$ cat src/rtl/half_add_sub_seq.sv
// Sequencer driving an ap_ctrl_hs half adder/subtractor through all {sub,a,b} operand combinations and checking its results.
// Latency: 2 cycles per transaction with a combinational stage; backpressure: ap_start held until ready/done, per-transaction timeout.
module half_add_sub_seq #(
    parameter int NUM_TXN = 8,
    parameter int TIMEOUT = 16
) (
    input  logic       ap_clk,
    input  logic       ap_rst_n,
    input  logic       run,
    output logic       dut_ap_start,
    input  logic       dut_ap_ready,
    input  logic       dut_ap_done,
    output logic       dut_a,
    output logic       dut_b,
    output logic       dut_sub,
    input  logic       dut_res,
    input  logic       dut_co,
    output logic       busy,
    output logic       finish,
    output logic [7:0] txn_count,
    output logic [7:0] err_count,
    output logic       timeout
);

    localparam logic [2:0] S_IDLE      = 3'd0;
    localparam logic [2:0] S_START     = 3'd1;
    localparam logic [2:0] S_WAIT_DONE = 3'd2;
    localparam logic [2:0] S_CHECK     = 3'd3;
    localparam logic [2:0] S_FINISH    = 3'd4;

    logic [2:0] state;
    logic [2:0] idx;
    logic [7:0] cyc;
    logic       tmo_hit;
    logic       res_q;
    logic       co_q;
    logic       rst_q;
    logic       exp_res;
    logic       exp_co;
    logic       mismatch;
    logic [7:0] txn_next;

    // Single release stage: the FSM can first move on the second edge after reset release.
    always_ff @(posedge ap_clk or negedge ap_rst_n) begin
        if (!ap_rst_n) rst_q <= 1'b0;
        else           rst_q <= 1'b1;
    end

    assign {dut_sub, dut_a, dut_b} = idx;
    assign dut_ap_start = (state == S_START);
    assign busy         = (state != S_IDLE);
    assign finish       = (state == S_FINISH);

    assign exp_res  = dut_a ^ dut_b;
    assign exp_co   = dut_sub ? (~dut_a & dut_b) : (dut_a & dut_b);
    assign mismatch = tmo_hit || (res_q != exp_res) || (co_q != exp_co);
    assign txn_next = txn_count + 8'd1;

    always_ff @(posedge ap_clk or negedge ap_rst_n) begin
        if (!ap_rst_n) begin
            state     <= S_IDLE;
            idx       <= 3'd0;
            cyc       <= 8'd0;
            tmo_hit   <= 1'b0;
            res_q     <= 1'b0;
            co_q      <= 1'b0;
            txn_count <= 8'd0;
            err_count <= 8'd0;
            timeout   <= 1'b0;
        end else if (rst_q) begin
            case (state)
                S_IDLE: begin
                    if (run) begin
                        state     <= S_START;
                        idx       <= 3'd0;
                        cyc       <= 8'd0;
                        tmo_hit   <= 1'b0;
                        txn_count <= 8'd0;
                        err_count <= 8'd0;
                        timeout   <= 1'b0;
                    end
                end
                S_START, S_WAIT_DONE: begin
                    cyc <= cyc + 8'd1;
                    // A done seen while still in START completes the transaction even without ready.
                    if (dut_ap_done) begin
                        res_q   <= dut_res;
                        co_q    <= dut_co;
                        tmo_hit <= 1'b0;
                        state   <= S_CHECK;
                    end else if (cyc == 8'(TIMEOUT - 1)) begin
                        tmo_hit <= 1'b1;
                        timeout <= 1'b1;
                        state   <= S_CHECK;
                    end else if (state == S_START && dut_ap_ready) begin
                        state <= S_WAIT_DONE;
                    end
                end
                S_CHECK: begin
                    txn_count <= txn_next;
                    if (mismatch && err_count != 8'hff) err_count <= err_count + 8'd1;
                    idx <= idx + 3'd1;
                    cyc <= 8'd0;
                    if (txn_next == 8'(NUM_TXN)) state <= S_FINISH;
                    else                         state <= S_START;
                end
                S_FINISH: state <= S_IDLE;
                default:  state <= S_IDLE;
            endcase
        end
    end

endmodule

$ cat config.mk
export PLATFORM = sky130hd
export DESIGN_NAME = half_add_sub_seq
export DESIGN_NICKNAME = d
export VERILOG_FILES = /design/src/rtl/half_add_sub_seq.sv
export SDC_FILE = /design/constraint.sdc
export NUM_CORES = 1
export LEC_CHECK = 0
export CAP_MARGIN = 20
export CORE_MARGIN = 3
export CORE_UTILIZATION = 55
export CTS_CLUSTER_DIAMETER = 60
export DETAILED_ROUTE_END_ITERATION = 6
export PLACE_DENSITY_LB_ADDON = 0.3
export SLEW_MARGIN = 10
export SYNTH_ARGS = -nofsm -noshare
export SYNTH_HDL_FRONTEND = slang
export SYNTH_SLANG_ARGS = --single-unit
$ cat constraint.sdc
create_clock -name ap_clk -period 4.65 [get_ports ap_clk]
set_input_delay 0.93 -clock ap_clk [delete_from_list [all_inputs] [get_ports ap_clk]]
set_output_delay 0.93 -clock ap_clk [all_outputs]
set_load 0.005 [all_outputs]
==> impl_metrics.py <==
metrics = {
    "run_status": {
        "status": "finished, final reports clean",
    },
    "clocking": {
        "numCtsBuffers": 5,
        "clockBufferDepth": 2,
        "path_clk_slew_ps": 110,
        "insertion_delay_ps": 350,
        "cts_resized": 0,
        "clock-sinks": 35,
        "cts_root_buf": "clkbuf_4",
        "cts_tree": "done",
        "ctsHoldBuffers": 0,
        "cts_max_level": 2,
        "postCtsSetupBuffers": 0,
    },
    "place": {
        "place.gp.congestion": 0.8447,
        "port_buffers": 29,
        "preCtsSetupSlack_ps": 1585,
        "placed_area_um2": 2216,
        "dpl.hpwl_um": 3040,
    },
    "sta": {
        "totalNegativeSetupSlack_ps": 0,
        "slew-limit-headroom_pct": 57.96,
        "final_critical_path_setup_slack_ps": 1832,
        "finalMaxSlewViolations": 0,
        "finalCriticalPeriod_ps": 2818,
        "tightest_slew_ps": 630.7,
        "hold_viol_final": 0,
        "clock.fmax_mhz": 354.8,
        "skew_ps": 6.943,
        "holdWs_ps": 516.6,
        "rsz0062_at_grt": "false",
        "finalSetupViolCount": 0,
        "fin_crit_sh_pct": 60.61,
    },
    "cells_and_area": {
        "area_delta_synth_final_pct": 25.25,
        "drive_above_1_share_pct": 7.792,
        "fin_nets": 241,
        "stdcell_area_um2": 2321,
        "n_antenna_cell": 0,
    },
    "critical_path": {
        "cp_slowest_cell": "dfrtp_1",
        "rr_worst_depth": 6,
        "path_max_fanout": 13,
        "crit_required_ps": 3720,
        "crit_path_cell_trace": "nor3b_1 > clkdlybuf4s50_1",
        "crit_type": "flop to output pin",
        "max_stage_delay_ps": 570,
        "cp-end-kind": "output pin",
        "startpoint_type": "flop",
        "crit_arrival_ps": 1890,
    },
    "synth": {
        "async_flop_share_pct": 100.0,
        "netlist_instances": 196,
        "post_synth.cell_area_avg_um2": 9.454,
        "synth-main-ff-cell": "dfrtp_1",
        "ys_seq_elements": 35,
        "ys_seq_area_share_pct": 47.27,
        "syn-num-nets": 207,
        "synth_area_um2": 1853,
        "synth_edf_count": 0,
        "ys_types": 42,
        "ys_warn_count": 0,
    },
    "drt": {
        "drtAntennaViolNets": 0,
        "via_per_inst": 5.764,
        "dr.pass1.iters": 4,
        "drc": 0,
        "vias": 1585,
        "drt_iter0_markers": 128,
        "avgRoutedWirePerCell_um": 14.89,
        "postRouteWirelength_um": 4096,
    },
    "global_route": {
        "grt_pass1_vias": 1607,
        "grt_use_total_pct": 23.15,
        "grt_max_degree": 18,
        "grt_overflow": 0,
        "antenna_found_initial": 0,
        "grt_first_pass_wirelength_um": 7334,
    },
    "die": {
        "io_pins": 30,
        "fp.coreArea_um2": 3128,
        "fp.dieW_um": 64.05,
        "rows": 20,
        "die-area_um2": 4102,
        "die_h_um": 64.05,
        "start_util_pct": 59.24,
    },
    "pwr": {
        "power_leakage_uw": 0.001011,
        "peakVddDrop_mv": 0.2693,
        "powerDensity_nw_per_um2": 492.2,
        "finalPower_uw": 1142,
    },
    "run": {
        "max-cap-violations": 0,
    },
    "min_path": {
        "hold_path_class": "flop to flop",
        "hold_path_depth": 2,
    },
}
[worst max-delay path, delay by kind of cell (launching register included)]
family	cells	cell delay (ps)
buffers and inverters	1	570
and+or+nand+nor	1	390
DFF	1	570
[area by class of cell]
cell class / instances / area (um2)
multi-input combinational: 153 / 944.7
fill: 237 / 807.0
clock buffer: 5 / 37.54
clock inverter: 3 / 67.56
sequential: 35 / 875.8
inverter: 4 / 15.01
timing repair buffer: 31 / 325.3
tap: 44 / 55.05
[cells by family (layout without fill, tap and decap cells)]
logic type | after synthesis | after routing | share of synthesized area, %
and+or+nand+nor | 90 | 90 | 23.90
AOI/OAI and AO/OA | 36 | 36 | 13.37
DFF | 35 | 35 | 47.27
xor gates and xnor gates | 18 | 18 | 8.508
buffers and inverters | 8 | 43 | 1.756
adders and majority gates | 5 | 5 | 3.241
muxes | 3 | 3 | 1.756
other | 1 | 1 | 0.2024
[synth_stat cells (all sizes together), types with 3 or more instances]
| cell type | count | area [um2] |
|---|---|---|
| dfrtp | 35 | 875.8 |
| nand2 | 26 | 100.1 |
| nor2 | 21 | 78.83 |
| nand3 | 18 | 102.6 |
| o21ai | 18 | 90.09 |
| xor2 | 13 | 113.9 |
| and3 | 9 | 57.56 |
| xnor2 | 5 | 43.79 |
| ha | 4 | 50.05 |
| inv | 4 | 15.01 |
| a21oi | 3 | 15.01 |
| a22o | 3 | 26.28 |
| a31oi | 3 | 33.78 |
| nor3 | 3 | 15.01 |
| or3 | 3 | 18.77 |
[worst paths after layout]
kind,from,endpoint,slack [ps]
max,state[0]$_DFFE_PN0P_,dut_ap_start,1830
min,timeout$_DFFE_PN0P_,timeout$_DFFE_PN0P_,520
max reg2reg,state[1]$_DFFE_PN0P_,err_count[7]$_DFFE_PN0P_,2440
min reg2reg,timeout$_DFFE_PN0P_,timeout$_DFFE_PN0P_,520
max in group asynchronous,ap_rst_n,txn_count[3]$_DFFE_PN0P_,3050
min in group asynchronous,ap_rst_n,rst_q$_DFF_PN0_,920
[layer usage]
metal	part of all wire (%)	global-route usage (%)	vias up
met1	44	28.70	771
li1	-	-	758
met5	0	0	-
met4	2.2	9.973	0
met2	48	37.03	45
met3	5.8	7.206	11
[power by group]
group	internal [uW]	switching [uW]	total [uW]
Clock	167	109	276
Sequential	369	90.6	460
Combinational	200	207	407
[flip-flops by register name (all words and copies together), names as in the netlist]
name       cells
cyc            8
err_count      8
txn_count      8
idx            3
state          3
co_q           1
res_q          1
rst_q          1
timeout        1
tmo_hit        1
[per-stage QoR]
stage               util [%]  std cells
detailed placement     70.84        267
floorplan                  -        196
global placement       69.96        266
global route           74.20        275
finish                 74.20        275
CTS                    74.20        275
[cell usage in the layout (no fill, tap or decap), types with 3 or more instances in the layout]
cell type / n
a21oi_1: 3
a22o_1: 3
and3_1: 8
clkbuf_4: 5
clkdlybuf4s50_1: 29
dfrtp_1: 35
ha_1: 4
inv_1: 4
nand2_1: 25
nand3_1: 17
nor2_1: 21
nor3_1: 3
o21ai_0: 18
or3_1: 3
xnor2_1: 5
xor2_1: 13
No activity file was read; power rests on OpenSTA's default activity.
